## src/rtl/keystream_xor_pkg.sv

```systemverilog
// Shared constants and FSM state encoding for the keystream XOR stage.
package keystream_xor_pkg;
  localparam int unsigned QUEUE_DEPTH     = 2;
  localparam int unsigned DEFAULT_DATA_W  = 8;
  localparam int unsigned DEFAULT_COUNT_W = 16;

  typedef enum logic [1:0] {
    ST_IDLE    = 2'd0,
    ST_WAIT_KS = 2'd1,
    ST_WRITE   = 2'd2
  } state_e;
endpackage

```

## src/rtl/byte_skid_queue.sv

```systemverilog
// Two-entry FIFO; a push is accepted when not full or when popped in the same cycle.
module byte_skid_queue
  import keystream_xor_pkg::*;
#(
  parameter int unsigned DATA_W = DEFAULT_DATA_W
) (
  input  logic              clk,
  input  logic              rst,
  input  logic              push,
  input  logic              pop,
  input  logic [DATA_W-1:0] din,
  output logic [DATA_W-1:0] head,
  output logic [1:0]        count,
  output logic              full,
  output logic              empty
);
  logic [DATA_W-1:0] mem_q [QUEUE_DEPTH];
  logic [DATA_W-1:0] mem_d [QUEUE_DEPTH];
  logic [1:0]        count_q, count_d;
  logic              push_ok, pop_ok;

  always_comb begin
    mem_d   = mem_q;
    count_d = count_q;
    pop_ok  = pop && (count_q != 2'd0);
    push_ok = push && ((count_q < 2'(QUEUE_DEPTH)) || pop_ok);
    unique case ({push_ok, pop_ok})
      2'b10: begin
        mem_d[count_q[0]] = din;
        count_d           = count_q + 2'd1;
      end
      2'b01: begin
        mem_d[0] = mem_q[1];
        count_d  = count_q - 2'd1;
      end
      2'b11: begin
        // Simultaneous pop+push: count is unchanged, the new byte lands behind the survivor.
        if (count_q == 2'd1) begin
          mem_d[0] = din;
        end else begin
          mem_d[0] = mem_q[1];
          mem_d[1] = din;
        end
      end
      default: ;
    endcase
  end

  always_ff @(posedge clk) begin
    if (rst) begin
      mem_q   <= '{default: '0};
      count_q <= '0;
    end else begin
      mem_q   <= mem_d;
      count_q <= count_d;
    end
  end

  assign head  = mem_q[0];
  assign count = count_q;
  assign full  = (count_q == 2'(QUEUE_DEPTH));
  assign empty = (count_q == 2'd0);
endmodule

```

## src/rtl/keystream_xor_stage.sv

```systemverilog
// Queues received bytes, XORs each with one keystream byte (or bypasses), and writes downstream.
module keystream_xor_stage
  import keystream_xor_pkg::*;
#(
  parameter int unsigned DATA_W  = DEFAULT_DATA_W,
  parameter int unsigned COUNT_W = DEFAULT_COUNT_W
) (
  input  logic               clk,
  input  logic               rst,
  input  logic               in_valid,
  input  logic [DATA_W-1:0]  in_data,
  input  logic               enable,
  input  logic               bypass,
  input  logic               ks_valid,
  input  logic [DATA_W-1:0]  ks_byte,
  output logic               ks_read,
  input  logic               fifo_full,
  output logic               wr_en,
  output logic [DATA_W-1:0]  wr_data,
  output logic               busy,
  output logic               overflow,
  output logic [COUNT_W-1:0] byte_count
);
  state_e             state_q, state_d;
  logic [DATA_W-1:0]  wr_data_q, wr_data_d;
  logic               overflow_q, overflow_d;
  logic [COUNT_W-1:0] byte_count_q, byte_count_d;

  logic               q_push, q_pop, q_full, q_empty;
  logic [1:0]         q_count;
  logic [DATA_W-1:0]  q_head;

  byte_skid_queue #(.DATA_W(DATA_W)) u_queue (
    .clk   (clk),
    .rst   (rst),
    .push  (q_push),
    .pop   (q_pop),
    .din   (in_data),
    .head  (q_head),
    .count (q_count),
    .full  (q_full),
    .empty (q_empty)
  );

  always_comb begin
    state_d      = state_q;
    wr_data_d    = wr_data_q;
    overflow_d   = overflow_q;
    byte_count_d = byte_count_q;
    ks_read      = 1'b0;
    wr_en        = 1'b0;
    q_pop        = 1'b0;
    unique case (state_q)
      ST_IDLE: begin
        if (enable && !q_empty) state_d = ST_WAIT_KS;
      end
      ST_WAIT_KS: begin
        if (bypass) begin
          wr_data_d = q_head;
          q_pop     = 1'b1;
          state_d   = ST_WRITE;
        end else if (ks_valid) begin
          ks_read   = 1'b1;
          wr_data_d = q_head ^ ks_byte;
          q_pop     = 1'b1;
          state_d   = ST_WRITE;
        end
      end
      ST_WRITE: begin
        if (!fifo_full) begin
          wr_en        = 1'b1;
          byte_count_d = byte_count_q + 1'b1;
          state_d      = ST_IDLE;
        end
      end
      default: state_d = ST_IDLE;
    endcase
    q_push = in_valid && (!q_full || q_pop);
    if (in_valid && q_full && !q_pop) overflow_d = 1'b1;
    // Reset cycle: suppress every strobe so nothing is consumed, written or queued.
    if (rst) begin
      ks_read = 1'b0;
      wr_en   = 1'b0;
      q_push  = 1'b0;
      q_pop   = 1'b0;
    end
  end

  always_ff @(posedge clk) begin
    if (rst) begin
      state_q      <= ST_IDLE;
      wr_data_q    <= '0;
      overflow_q   <= 1'b0;
      byte_count_q <= '0;
    end else begin
      state_q      <= state_d;
      wr_data_q    <= wr_data_d;
      overflow_q   <= overflow_d;
      byte_count_q <= byte_count_d;
    end
  end

  assign busy       = (q_count != 2'd0) || (state_q != ST_IDLE);
  assign wr_data    = wr_data_q;
  assign overflow   = overflow_q;
  assign byte_count = byte_count_q;
endmodule

```

## config.mk

```make
export PLATFORM = sky130hd
export DESIGN_NAME = keystream_xor_stage
export DESIGN_NICKNAME = d
export VERILOG_FILES = /design/src/rtl/keystream_xor_pkg.sv /design/src/rtl/byte_skid_queue.sv /design/src/rtl/keystream_xor_stage.sv
export SDC_FILE = /design/constraint.sdc
export NUM_CORES = 1
export LEC_CHECK = 0
export CAP_MARGIN = 20
export CORE_MARGIN = 4
export CORE_UTILIZATION = 30
export CTS_CLUSTER_DIAMETER = 40
export DETAILED_ROUTE_END_ITERATION = 10
export HOLD_SLACK_MARGIN = 0.05
export PLACE_DENSITY_LB_ADDON = 0.15
export SYNTH_ARGS = -nofsm -noshare
export SYNTH_HDL_FRONTEND = slang
export SYNTH_SLANG_ARGS = --single-unit
export TNS_END_PERCENT = 50
```

## constraint.sdc

```tcl
create_clock -name clk -period 4.6 [get_ports clk]
set_input_delay 1.15 -clock clk [delete_from_list [all_inputs] [get_ports clk]]
set_output_delay 1.15 -clock clk [all_outputs]
set_load 0.02 [all_outputs]
```

==> flow_summary.ini <==
[route]
wl_per_cell_um = 12.6
drt-total-wl_um = 4920
wl_met1_um = 2350
top_layer_used = met4
vias = 1808
drc_errors = 0
drt-pass1-iter-count = 4
wl_met3_um = 245
dr_wl_met2_um = 2260
via_per_inst = 4.65
drtIter0Drc = 40
ant_nets = 0

[cts]
h-tree-depth = 2
clk_latency_ps = 300
clock_path_buffers = 2
clkSinkCount = 45
cts.clk_slew.worst_paths_ps = 80
postCtsSetupRepairBufs = 0
cts_resized = 0
numCtsBuffers = 5
cts_root_buf = clkbuf_8
cts_tree = done
holdBufCountCts = 0

[synth]
synth_edf_count = 0
synth_flop_cell = dfxtp_1
yosys_warnings = 0
synth.distinct_cells = 43
synth_area_leaders = dfxtp_1 (41%), nor2_1 (6.8%), nand3_1 (4.8%)
yosysTopAreaCell = dfxtp_1
syn_area_um2 = 2210
yosys.area_share.simple_pct = 25.6
ys_ff_latch = 45
yosysTopAreaCellShare_pct = 40.7
synth_nets = 271
synth.area.mux_share_pct = 4.07
ys_async_sr_fraction_pct = 0
syn_avg_cell_area_um2 = 9.22
syn_inst = 240
yosysSeqAreaShare_pct = 40.7
synth_compound_area_share_pct = 13.7
synth_top_family_by_area = simple AND/OR/NAND/NOR gates
synth_fa_ha_area_share_pct = 4.52
synth_xor_area_share_pct = 7.52

[worst_setup_path]
slowest_delay_ps = 660
startpoint_type = input pin
crit_top_cell = clkdlybuf4s50_1
critPathMaxFanout = 2
crit_buf_inv = 2
setup.worst_path.class = in2out
endpoint_kind = primary output
worstPathCellList = clkdlybuf4s50_1, or3b_1, nor3b_1, clkdlybuf4s50_1
cpMaxStageDelayCell = clkdlybuf4s50_1
arrival_ps = 2920
worstPathRequired_ps = 3450
crit_family = buffers and inverters

[die]
start_util_pct = 30.7
die_w_um = 93.9
die_y_um = 93.9
die_area_um2 = 8810
core_area_um2 = 7210
io_pins = 51
num_rows = 31

[timing]
min_period_over_period_pct = 88.5
period_needed_ps = 4070
layout_setup_ws_ps = 530
final_max_slew_viol_count = 0
fin_setup_tns_ps = 0
relSlewSlack_pct = 41.8
hold_viol_final = 0
grt_setup_unrepaired = no
max_freq_mhz = 246
setup_viol = 0
tightest_slew_ps = 870
fin_skew_ps = 8.50

[pwr]
intPower_mw = 0.601
clkPwrFrac_pct = 31.2
p_sw_share_pct = 27.1
max-vdd-ir-drop_mv = 0.121
seqPwrFrac_pct = 51.4
pwr_density_cell_nw_per_um2 = 285
switchingPower_mw = 0.223
power.leakage_nw = 0.948
pwr-share-comb_pct = 17.4

[finish]
layout.nets = 320
n_antenna_cell = 0
final_cell_mix = clkdlybuf4s50_1 (50), dfxtp_1 (45), nor2_1 (40)
drive_gt1_share_pct = 7.24
syn_to_final_growth_pct = 30.8
final_common_cell = clkdlybuf4s50_1
final_cells = 389
fill_cells = 761

[min_path]
hold_path_class = reg2reg

[placed_design]
gp_congestion = 0.739
hpwl_um = 3650
port_buffers = 50
place_inst = 381
post-place-ws_ps = 378

[run_status]
status = finished clean

[flow_run]
cap_viol_max_count = 0

[grt]
grt-ovfl-total = 0
grt_max_degree = 48
first_global_vias = 1686
grt_pass1_wl_um = 8180
grt_use_total_pct = 11.6
antenna_found_initial = 0
## synth_stat cells (2+ instances only)
cell      instances
or4_1             4
a21oi_1           8
nand3b_1          2
a211oi_1          9
o21ai_0           3
a311oi_1          8
xnor2_1          12
buf_2             2
nor2_1           40
buf_1             3
mux2i_1           9
buf_6             3
nand4_1           4
xor2_1            7
or3_1             2
dfxtp_1          45
nand3_1          21
nand2b_1          2
nor2b_1          10
ha_1              8
clkbuf_1          4
inv_1             4
nand2_1           6
o31ai_1           4
and3_1            2
## cells by family (layout without fill, tap and decap cells)
kind of cell,count (synthesis),count (layout)
adders and majority gates,8,8
and+or+nand+nor,105,105
DFF,45,45
AOI/OAI and AO/OA,38,38
muxes,9,9
xor gates and xnor gates,19,19
buffers and inverters,16,66
## worst reg2reg max path, cell delays in order, from the launching register on
cell	delay, ps
dfxtp_1	520
or3b_1	430
buf_4	190
nor3_4	100
buf_4	190
inv_1	70
ha_1	230
or2_2	300
o32ai_4	520
nor2_1	90
a311oi_1	270
## final cells by class
type	instances	area, µm²	area share, %
Clock buffer	6	82.6	2.85
Clock inverter	2	13.8	0.476
Sequential cell	45	901	31.1
Multi-Input combinational cell	179	1230	42.4
Inverter	4	15.0	0.519
Timing Repair Buffer	54	531	18.3
Tap cell	99	124	4.28
## layer usage
layer,GRT usage [%],vias up
li1,-,951
met1,15.4,805
met2,18.3,46
met3,2.80,6
met4,4.33,0
met5,0,-
## path summary, 6_finish.rpt
path / start / endpoint / slack [ps] / cells past startpoint
setup reg to reg: state_q[0]$_SDFFE_PP0P_ / u_queue.head[2]$_SDFFE_PP0P_ / 1590 / 10
hold reg to reg: byte_count[15]$_SDFFE_PP0P_ / byte_count[15]$_SDFFE_PP0P_ / 480 / 2
setup / recovery: rst / ks_read / 530 / 4
hold / removal: byte_count[15]$_SDFFE_PP0P_ / byte_count[15]$_SDFFE_PP0P_ / 480 / 2
## sequential cells by signal, indices dropped and copies added (netlist names)
name / flops
u_queue.head: 8
u_queue.mem_q: 8
wr_data: 8
state_q: 2
overflow: 1
byte_count: 16
u_queue.count: 2
## power by group through the flow
stage               combinational [mW]  clock, mW  sequential (mW)
floorplan                       0.0920          0            0.434
global placement                 0.144          0            0.433
detailed placement               0.145          0            0.433
CTS                              0.146      0.270            0.424
global route                     0.160      0.288            0.427
finish                           0.143      0.257            0.424
## metrics by stage
stage               instance area [µm²]  util, %  total power [mW]  hold WS (ps)
global placement                   2800     38.8             0.577           457
CTS                                2890     40.1             0.840           488
floorplan                          2210        -             0.526           460
finish                             2890     40.1             0.825           482
global route                       2890     40.1             0.876           507
detailed placement                 2800     38.8             0.578           472
(Power assumes the default switching activity.)
